<file path="src/rtl/serial_ones_comp_rx.sv">
// serial_ones_comp_rx: bit-serial receiver that decodes a one's-complement serial frame into a parallel word
//   clk        - rising-edge clock
//   rst        - synchronous active-high reset
//   in_valid   - bit strobe; in_data sampled only when high
//   in_data    - serial line (complemented domain)
//   out_data   - recovered true word, held until the next frame completes
//   out_valid  - one-cycle pulse when out_data/parity_err update
//   parity_err - even-parity mismatch for out_data
//   busy       - frame in progress
module serial_ones_comp_rx #(
    parameter int WIDTH     = 8,
    parameter bit PARITY_EN = 1'b1
) (
    input  logic             clk,
    input  logic             rst,
    input  logic             in_valid,
    input  logic             in_data,
    output logic [WIDTH-1:0] out_data,
    output logic             out_valid,
    output logic             parity_err,
    output logic             busy
);
    localparam int CW = $clog2(WIDTH);
    typedef enum logic [1:0] {IDLE, DATA, PARITY} state_t;
    state_t           state_q, state_d;
    logic [CW-1:0]    cnt_q, cnt_d;
    logic [WIDTH-1:0] shift_q, shift_d;
    logic [WIDTH-1:0] out_data_q, out_data_d;
    logic             out_valid_q, out_valid_d;
    logic             parity_err_q, parity_err_d;
    logic [WIDTH-1:0] word_now;
    logic             last_bit;
    // Word including the bit being sampled this edge, so completion needs no extra cycle.
    always_comb begin
        word_now = shift_q;
        word_now[cnt_q] = ~in_data;
    end
    assign last_bit = (cnt_q == CW'(WIDTH - 1));
    always_ff @(posedge clk) begin
        if (rst) begin
            state_q      <= IDLE;
            cnt_q        <= '0;
            shift_q      <= '0;
            out_data_q   <= '0;
            out_valid_q  <= 1'b0;
            parity_err_q <= 1'b0;
        end else begin
            state_q      <= state_d;
            cnt_q        <= cnt_d;
            shift_q      <= shift_d;
            out_data_q   <= out_data_d;
            out_valid_q  <= out_valid_d;
            parity_err_q <= parity_err_d;
        end
    end
    always_comb begin
        state_d = state_q;
        case (state_q)
            IDLE:    state_d = (in_valid && in_data) ? DATA : IDLE;
            DATA:    state_d = (in_valid && last_bit) ? (PARITY_EN ? PARITY : IDLE) : DATA;
            PARITY:  state_d = in_valid ? IDLE : PARITY;
            default: state_d = IDLE;
        endcase
    end
    always_comb begin
        cnt_d        = cnt_q;
        shift_d      = shift_q;
        out_data_d   = out_data_q;
        out_valid_d  = 1'b0;
        parity_err_d = parity_err_q;
        if (in_valid) begin
            case (state_q)
                IDLE: cnt_d = '0;
                DATA: begin
                    shift_d = word_now;
                    cnt_d   = last_bit ? '0 : cnt_q + 1'b1;
                    if (last_bit && !PARITY_EN) begin
                        out_data_d   = word_now;
                        out_valid_d  = 1'b1;
                        parity_err_d = 1'b0;
                    end
                end
                PARITY: begin
                    out_data_d   = shift_q;
                    out_valid_d  = 1'b1;
                    // Wire carries the complement of the even-parity bit.
                    parity_err_d = (^shift_q) != ~in_data;
                end
                default: cnt_d = '0;
            endcase
        end
    end
    always_comb begin
        busy       = (state_q != IDLE);
        out_data   = out_data_q;
        out_valid  = out_valid_q;
        parity_err = parity_err_q;
    end
endmodule

</file>
<file path="config.mk">
export PLATFORM = sky130hd
export DESIGN_NAME = serial_ones_comp_rx
export DESIGN_NICKNAME = d
export VERILOG_FILES = /design/src/rtl/serial_ones_comp_rx.sv
export SDC_FILE = /design/constraint.sdc
export NUM_CORES = 1
export LEC_CHECK = 0
export ABC_AREA = 1
export CORE_MARGIN = 2
export CORE_UTILIZATION = 50
export CTS_CLUSTER_DIAMETER = 200
export CTS_CLUSTER_SIZE = 14
export DETAILED_ROUTE_END_ITERATION = 16
export GPL_TIMING_DRIVEN = 0
export PLACE_DENSITY = 0.85
export SLEW_MARGIN = 0
export SYNTH_ARGS = -nofsm -noshare
export SYNTH_HDL_FRONTEND = slang
export SYNTH_SLANG_ARGS = --single-unit
</file>
<file path="constraint.sdc">
create_clock -name clk -period 2.32 [get_ports clk]
set_input_delay 0.696 -clock clk [delete_from_list [all_inputs] [get_ports clk]]
set_output_delay 0.696 -clock clk [all_outputs]
set_load 0.02 [all_outputs]
</file>
==> Word-level counts from Yosys, hierarchy flattened <==
Index checks and enable logic that the tools add are counted.
{ "classes": {"reduce_logical": 10, "add_sub_neg": 1, "n_mux": 10, "n_lt_le_gt_ge": 2, "eq_ne": 4, "n_bitwise": 3} }
{ "ops": {"columns": ["op", "n"], "rows": [
  ["8-bit bitwise mux", 1],
  ["8-bit XOR reduction", 1],
  ["2-bit one-hot mux with 3 select lines", 1],
  ["3-bit one-hot mux with 2 select lines", 1],
  ["2-bit AND reduction", 3],
  ["3-bit by 4-bit < comparator with 1-bit output, second input constant", 1],
  ["2-bit two-way mux", 2],
  ["3-bit by 1-bit adder with 3-bit output, second input constant", 1],
  ["1-bit demux with 3-bit select", 1],
  ["3-bit == test, second input constant", 1],
  ["3-bit by 1-bit greater-or-equal comparator with 1-bit output, second input constant", 1],
  ["1-bit logical AND", 3],
  ["1-bit two-way mux", 3],
  ["3-bit two-way mux", 1],
  ["1-bit NOT", 3],
  ["2-bit by 1-bit == test with 1-bit output, second input constant", 1],
  ["2-bit == test, second input constant", 1],
  ["2-bit zero test", 1],
  ["2-bit nonzero test", 1],
  ["2-bit OR reduction", 1],
  ["1-bit inequality test", 1]
]} }
{ "totals": {"elab_cells": 36, "out_inout_bits": 11, "input_bits": 4, "regBits": 23} }

==> Logic depth before layout (Yosys ltp) <==
Gate-level depths: netlist of run 1.
{ "depth": {"depth_word": 5, "depth_mapped": 9, "depth_no_buf": 9} }

==> Least setup slack after synthesis of run 1 <==
Ideal clock, no wire load.
{ "synth_path": {"path_type": "input-to-reg", "from": "input port in_data", "to": "register parity_err_q, in the netlist parity_err", "path_slack_ns": 0.922, "path_buffers": 1, "arrival_time_ns": 1.281, "required_time_ns": 2.203, "path_stages": 9, "setup_ns": 0.117, "path_cell_list": "buf_2 -> inv_2 -> nand3_1 -> nand2_1 -> nand2_1 -> nand2_1 -> nand2_1 -> nand2_1 -> a21oi_1"} }
{ "synth_via": {"elab_chain_cells": 2} }
{ "synth_lines": {"columns": ["item", "line", "rtl"], "rows": [
  ["from (decl)", "17", "input logic in_data,"],
  ["1-bit NOT", "87", "parity_err_d = (^shift_q) != ~in_data;"],
  ["1-bit inequality test", "87", null],
  ["to (signal assigned)", "53", "parity_err_q <= parity_err_d;"],
  ["to (decl)", "30", "logic parity_err_q, parity_err_d;"]
]} }
Every way passes these cells.
A chain may end at the register's enable or synchronous reset.

==> Worst setup path after layout of run 1 <==
{ "layout_path": {"from": "register state_q[1]", "to": "output port busy"} }
{ "layout_via": {"elab_chain_cells": 1} }
{ "layout_lines": {"columns": ["item", "line", "rtl"], "rows": [
  ["from (decl)", "25", "state_t state_q, state_d;"],
  ["from (signal assigned)", "48", "state_q <= state_d;"],
  ["2-bit nonzero test", "94", "busy = (state_q != IDLE);"],
  ["to (decl)", "21", "output logic busy"]
]} }
Every way passes these cells.

==> impl_metrics.toml, run 1 <==
[power_and_ir_drop]
p_sw_mw = 0.143
p_total_mw = 0.622
power.density_nw_per_um2 = 486
peakVddDrop_mv = 0.472
internal_power_mw = 0.479
p_clk_share_pct = 28.8
leakage_nw = 0.554
pwr-share-comb_pct = 7.0
switching_share_pct = 23.0
seq_power_share_pct = 64.2

[clocking]
ctsRootBufferMaster = "clkbuf_4"
cts_buffers = 3
cts_setup_buffers = 0
cts_hold_buf = 0
clk_latency_ns = 0.31
htreeDepth = 1
path_clk_slew_ns = 0.12
cts_tree = "done"
cts.repair.resized = 0
clock_sinks = 23
clock_path_buffers = 2

[worst_hold_path]
hold_path_class = "register to register"

[drt]
top_layer = "met4"
vias_per_cell = 5.00
routed_wl_mm = 2.14
wl_met1_um = 966
met2_length_mm = 1.08
firstDrtPassIters = 4
drt_iter0_drc = 21
met3_length_um = 51
ant_nets = 0
vias = 980
wl_per_cell_um = 10.9
drc = 0

[yosys]
syn_area_per_cell_um2 = 7.20
synth_top_cells_by_area = "dfxtp_1 42%, nand2_1 7.8%, a21oi_1 6.8%"
synth_top_area_share_pct = 41.8
synth_nets = 159
syn_area_um2 = 1100
synth_cell_type_count = 21
seq_area_frac_synth_pct = 41.8
ys_ff_latch = 23
synth_top_area_cell = "dfxtp_1"
synth_warnings = 0
synth_cells = 153

[finish]
multiInputGateArea_um2 = 533
nets = 176
n_antenna_cell = 0
drive_above_1_share_pct = 13.0
nFillCells = 182
regArea_um2 = 460
utilization_pct = 63.4
area_growth_pct = 16.4

[run]
drv_cap = 0

[critical_path]
critPathSlowestCell = "clkdlybuf4s50_1"
slowest_delay_ns = 0.59
startpoint_type = "register"
cp_top_family = "buffers and inverters"
crit_required_ns = 1.62
r2r_slack_ns = 1.11
cp.arrival_ns = 1.51
cp_num_buf_inv = 2
timing_worst_setup_path_type = "register to output pin"
crit_path_end_kind = "output pin"
crit_chain = "inv_1 > nand2_1 > clkdlybuf4s50_1"
critPathMaxFanout = 4

[sta]
totalNegativeSetupSlack_ns = 0
report.final.slew_viol_count = 0
min_period_ns = 2.21
rsz0062_at_grt = "no"
fin_worst_skew_ns = 0.0141
whs_ns = 0.514
setup_violations = 0
slew_headroom_pct = 84.3
tightest_slew_ns = 0.235
fmax_ghz = 0.452
fin_crit_sh_pct = 95.3
hold_viol_final = 0

[grt]
antenna_found_initial = 0
grt_max_degree = 13
overflow = 0
grt_pass1_vias = 939
grtUsageTotal_pct = 18.5
grt_pass1_wl_mm = 3.73

[place]
io_buffers = 12
dp_hpwl_mm = 1.71
gp_congestion = 0.822

[floorplan]
die_w_um = 50.9
core_um2 = 2020
start_util_pct = 54.5
rows = 16
die_area_um2 = 2590
die_h_um = 50.9
io_pins = 15

[run_status]
run_status = "finished, final reports clean"
logic make-up after synthesis:
family | count (synthesis) | share of synthesized area, %
and+or+nand+nor | 65 | 28.2
AOI/OAI and AO/OA | 34 | 15.6
buffers and inverters | 26 | 9.77
DFF | 23 | 41.8
xor gates and xnor gates | 3 | 2.39
adders and majority gates | 2 | 2.27
worst register-to-register path, cell delays in order, from the launching register on:
cell and delay, ns:
dfxtp_1 0.46, ha_1 0.19, ha_1 0.15, inv_1 0.07
o21ai_0 0.15, a21oi_1 0.09
cell usage in the layout (no fill, tap or decap), types with 2 or more instances in the layout:
| cell | instances |
|---|---|
| nor2_1 | 20 |
| a21oi_1 | 15 |
| nor2_4 | 4 |
| ha_1 | 2 |
| inv_2 | 5 |
| dfxtp_1 | 23 |
| o21ai_0 | 4 |
| nand3_1 | 9 |
| inv_1 | 17 |
| nor2_2 | 5 |
| nor3_1 | 2 |
| nand2_1 | 23 |
| xnor2_1 | 2 |
| buf_2 | 2 |
| clkbuf_4 | 4 |
| o21ai_1 | 14 |
| clkdlybuf4s50_1 | 12 |
per-layer routing:
metal  GRT usage [%]  vias to the layer above
met5               0                        -
met1            21.4                      437
met3            2.92                        6
met2            33.5                       18
met4            7.66                        0
li1                -                      519
cell type report:
| cell class | instances | share of cell area (%) |
|---|---|---|
| buffer | 4 | 1.95 |
| sequential | 23 | 35.9 |
| clock buffer | 4 | 2.05 |
| tap | 27 | 2.64 |
| timing repair buffer | 12 | 9.37 |
| inverter | 22 | 6.45 |
| multi-input combinational | 104 | 41.6 |
sequential cells by signal, indices dropped and copies added (netlist names):
signal and count:
parity_err 1, state_q 2, shift_q 8, out_data 8
cnt_q 3, out_valid 1
power groups by stage:
stage | combinational (mW) | clock, mW | sequential (mW)
4_1_cts | 0.0436 | 0.184 | 0.400
6_report | 0.0433 | 0.179 | 0.400
5_1_grt | 0.0490 | 0.202 | 0.400
3_3_place_gp | 0.0419 | 0 | 0.408
3_5_place_dp | 0.0434 | 0 | 0.408
2_1_floorplan | 0.0316 | 0 | 0.408
worst paths after layout:
kind,from,endpoint,cells past startpoint
min,out_data[6],out_data[6],2
max reg2reg,cnt_q[1],state_q[0],5
max,state_q[1],busy,3
min reg2reg,out_data[6],out_data[6],2
stage by stage:
stage | cells | setup slack (ns) | instance area (µm²)
finish | 196 | 0.109 | 1280
CTS | 196 | 0.104 | 1280
detailed placement | 192 | 0.342 | 1250
floorplan | 153 | 0.922 | 1100
global placement | 192 | 0.375 | 1250
global route | 196 | 0.0346 | 1280
cells in the mapped netlist:
library cell,n
a21oi_1,15
a31oi_1,1
buf_2,2
buf_4,1
clkbuf_4,1
dfxtp_1,23
ha_1,2
inv_1,17
inv_2,5
nand2_1,23
nand2_4,1
nand3_1,9
nand4_1,1
nor2_1,20
nor2_2,5
nor2_4,4
nor3_1,2
o21ai_0,4
o21ai_1,14
xnor2_1,2
xor2_1,1
Power figures use the tool's default switching activity.
==> inputs of run 2 (changes only) <==
GPL_TIMING_DRIVEN = default   (was 0)
clock period = 2.75 ns   (was 2.32 ns; I/O delays follow)
==> impl_metrics.toml, run 2 (synthesized netlist as in run 1, its figures left out) <==
[run_status]
run_status = "finished, final reports clean"

[place]
dp_hpwl_mm = 1.76
postPlaceCellArea_um2 = 1250
dp_slack_ns = 0.468
io_buffers = 14
gp_congestion = 0.792
placedCellCount = 190

[critical_path]
crit_path_end_kind = "output pin"
crit_required_ns = 1.93
reg2reg_from = "state_q[1]"
cp.arrival_ns = 1.48
reg2reg_depth = 5
r2r-end = "out_data[6]"
timing_worst_setup_path_type = "register to output pin"
critPathMaxFanout = 4
r2r_slack_ns = 1.46
startpoint_type = "register"

[grt]
antenna_found_initial = 0
grt_max_degree = 16
grt_pass1_vias = 872
grtUsageTotal_pct = 18.0
overflow = 0
grt_pass1_wl_mm = 3.62

[finish]
nets = 174
multiInputGateArea_um2 = 533
regArea_um2 = 460
n_antenna_cell = 0
mostFrequentLayoutCells = "23 x nand2_1, 23 x dfxtp_1, 20 x nor2_1"
area_growth_pct = 16.0
nFillCells = 184
stdcell_count = 194
utilization_pct = 63.2
stdcell_area_um2 = 1280
drive_above_1_share_pct = 11.4

[sta]
fin_ws_ns = 0.441
totalNegativeSetupSlack_ns = 0
min_period_ns = 2.31
fmax_ghz = 0.433
rsz0062_at_grt = "no"
fin_worst_skew_ns = 0.00101
fin_crit_sh_pct = 84.0
hold_viol_final = 0
slew_headroom_pct = 74.9
whs_ns = 0.520
report.final.slew_viol_count = 0
setup_violations = 0
tightest_slew_ns = 0.376

[power_and_ir_drop]
pwr-share-comb_pct = 7.1
seq_power_share_pct = 63.5
switching_share_pct = 24.2
p_clk_share_pct = 29.4
peakVddDrop_mv = 0.316
power.density_nw_per_um2 = 416
p_total_mw = 0.531
internal_power_mw = 0.403
p_sw_mw = 0.128
leakage_nw = 0.546

[clocking]
path_clk_slew_ns = 0.12
clock_sinks = 23
cts.repair.resized = 0
cts_hold_buf = 0
ctsRootBufferMaster = "clkbuf_4"
cts_buffers = 3
htreeDepth = 1
clk_latency_ns = 0.31
cts_tree = "done"
clock_path_buffers = 2
cts_setup_buffers = 0

[drt]
vias_per_cell = 5.19
routed_wl_mm = 2.23
ant_nets = 0
firstDrtPassIters = 4
wl_per_cell_um = 11.5
drt_iter0_drc = 32
drc = 0
vias = 1006

[floorplan]
rows = 16
start_util_pct = 54.5
io_pins = 15
die_w_um = 50.9
die_area_um2 = 2590
core_um2 = 2020
die_h_um = 50.9

[worst_hold_path]
hold_path_class = "register to register"
whs_endpoint = "shift_q[0]"
hp-start = "shift_q[0]"
hold_depth = 2

[run]
drv_cap = 0
[run 2: cell count changes in the layout (fill, tap and decap cells not counted)]
cell	delta
clkbuf_1	-1
clkdlybuf4s50_1	+2
buf_2	-2
clkinv_2	+1
clkbuf_4	-1
buf_4	-1
[run 2: cell type report]
| class | count | area share, % |
|---|---|---|
| sequential | 23 | 36.0 |
| multi-input combinational | 104 | 41.7 |
| tap | 27 | 2.64 |
| clock buffer | 3 | 1.76 |
| inverter | 22 | 6.46 |
| timing repair buffer | 14 | 11.0 |
| clock inverter | 1 | 0.392 |
[run 2: layer usage]
| metal | share of wire [%] | global-route usage [%] | vias up | routed length (µm) |
|---|---|---|---|---|
| li1 | - | - | 519 | - |
| met5 | 0 | 0 | - | 0 |
| met3 | 3.4 | 2.05 | 7 | 75 |
| met2 | 50 | 32.0 | 21 | 1110 |
| met1 | 45 | 22.1 | 459 | 1010 |
| met4 | 1.7 | 6.76 | 0 | 38 |
[run 2: worst max path at each step]
| stage | startpoint | endpoint | slack, ns | cells past startpoint |
|---|---|---|---|---|
| after floorplan | in_data | parity_err | 1.22 | 9 |
| after global placement | in_valid | out_data[7] | 0.52 | 6 |
| after detailed placement | in_valid | out_data[5] | 0.47 | 6 |
| after CTS | state_q[1] | busy | 0.43 | 3 |
| after global routing | state_q[1] | busy | 0.36 | 3 |
| final | state_q[1] | busy | 0.44 | 3 |
[run 2: critical path: stages (launching register included)]
cell and delay, ns:
dfxtp_1 0.43, inv_1 0.09, nand2_1 0.06, clkdlybuf4s50_1 0.59
[run 2: power by group through the flow]
| stage | logic, mW | clock network, mW | registers (mW) |
|---|---|---|---|
| final | 0.0376 | 0.156 | 0.337 |
| after global routing | 0.0414 | 0.172 | 0.338 |
| after CTS | 0.0377 | 0.158 | 0.337 |
| after detailed placement | 0.0376 | 0 | 0.345 |
| after global placement | 0.0358 | 0 | 0.344 |
| after floorplan | 0.0266 | 0 | 0.344 |
==> inputs of run 3 (changes only) <==
clock period = 2.4 ns   (was 2.75 ns; I/O delays follow)
==> impl_metrics.toml, run 3 (synthesized netlist as in run 1, its figures left out) <==
[finish]
area_growth_pct = 16.7
mostFrequentLayoutCells = "23 x nand2_1, 23 x dfxtp_1, 20 x nor2_1"
n_antenna_cell = 0
nets = 175
drive_above_1_share_pct = 11.9

[drt]
ant_nets = 0
routed_wl_mm = 2.18
vias = 999
vias_per_cell = 5.12
drc = 0
drt_iter0_drc = 7
wl_per_cell_um = 11.2
firstDrtPassIters = 4

[floorplan]
io_pins = 15
rows = 16
core_um2 = 2020
die_w_um = 50.9
start_util_pct = 54.5
die_area_um2 = 2590
die_h_um = 50.9

[worst_hold_path]
hold_path_class = "register to register"

[critical_path]
startpoint_type = "register"
crit_path_end_kind = "output pin"
timing_worst_setup_path_type = "register to output pin"
crit_chain = "inv_1 > nand2_1 > clkdlybuf4s50_1"
critPathMaxFanout = 4
critPathSlowestCell = "clkdlybuf4s50_1"
slowest_delay_ns = 0.59
cp.arrival_ns = 1.49
crit_required_ns = 1.68

[sta]
rsz0062_at_grt = "no"
setup_violations = 0
min_period_ns = 2.21
fin_crit_sh_pct = 92.1
hold_viol_final = 0
fin_worst_skew_ns = 0.00553
fmax_ghz = 0.453
report.final.slew_viol_count = 0
tightest_slew_ns = 0.374
slew_headroom_pct = 75.0
fin_ws_ns = 0.190
totalNegativeSetupSlack_ns = 0

[clocking]
clock_path_buffers = 2
path_clk_slew_ns = 0.13
cts_tree = "done"
ctsRootBufferMaster = "clkbuf_4"
clk_latency_ns = 0.31
cts.repair.resized = 0
cts_hold_buf = 0
clock_sinks = 23
cts_setup_buffers = 0
cts_buffers = 3
htreeDepth = 1

[grt]
overflow = 0
met1_usage_pct = 20.9
antenna_found_initial = 0
grt_pass1_vias = 972
met3_usage_pct = 2.92
grt_max_degree = 16
grt.busiest_layer = "met2"
grt_pass1_wl_mm = 3.81
met2_usage_pct = 35.7
grtUsageTotal_pct = 18.9

[place]
dp_hpwl_mm = 1.75
dp_slack_ns = 0.214
io_buffers = 14
gp_congestion = 0.802

[power_and_ir_drop]
internal_power_mw = 0.462
seq_power_share_pct = 63.5
pwr-share-comb_pct = 7.3
leakage_nw = 0.551
p_clk_share_pct = 29.1
p_sw_mw = 0.146
power.density_nw_per_um2 = 473
switching_share_pct = 24.0
peakVddDrop_mv = 0.372

[run_status]
run_status = "finished, final reports clean"

[run]
drv_cap = 0
## run 3: area by class of cell
type | count | area (µm²)
well taps | 27 | 33.8
repair buffers | 15 | 148
clock buffers | 3 | 22.5
inverters | 22 | 82.6
flip-flops and latches | 23 | 460
multi-input cells | 104 | 533
fillers | 183 | 737
clock inverters | 1 | 5.00
## run 3: per-layer routing
metal	part of all wire, %	vias up
met2	50	11
li1	-	517
met4	2.1	0
met1	45	464
met3	2.0	7
met5	0	-
## run 3: final timing paths
kind	end	from	cells past startpoint	slack, ns
worst max-delay path	busy	state_q[1]	3	0.19
worst max register to register	out_data[3]	state_q[1]	5	1.10
worst min-delay path	out_data[6]	out_data[6]	2	0.51
worst min register to register	out_data[6]	out_data[6]	2	0.51
## run 3: through the flow
step                      util [%]  power (mW)  hold slack (ns)  std cells  area, µm²
after global placement        62.2       0.437            0.484        191       1260
final                         63.6       0.608            0.514        195       1280
after detailed placement      62.2       0.439            0.491        191       1260
after global routing          63.6       0.632            0.559        195       1280
after floorplan                  -       0.425            0.480        153       1100
after CTS                     63.6       0.612            0.520        195       1280
## run 3: power by group through the flow
stage          clock, mW  sequential [mW]  combinational [mW]
2_1_floorplan          0            0.395              0.0305
3_3_place_gp           0            0.395              0.0424
3_5_place_dp           0            0.395              0.0443
4_1_cts            0.181            0.386              0.0443
5_1_grt            0.197            0.387              0.0490
6_report           0.177            0.386              0.0445
## run 3: critical path, delay by kind of cell, from the launching register on
kind | cells | cell delay [ns]
and+or+nand+nor | 1 | 0.06
DFF | 1 | 0.44
buffers and inverters | 2 | 0.68
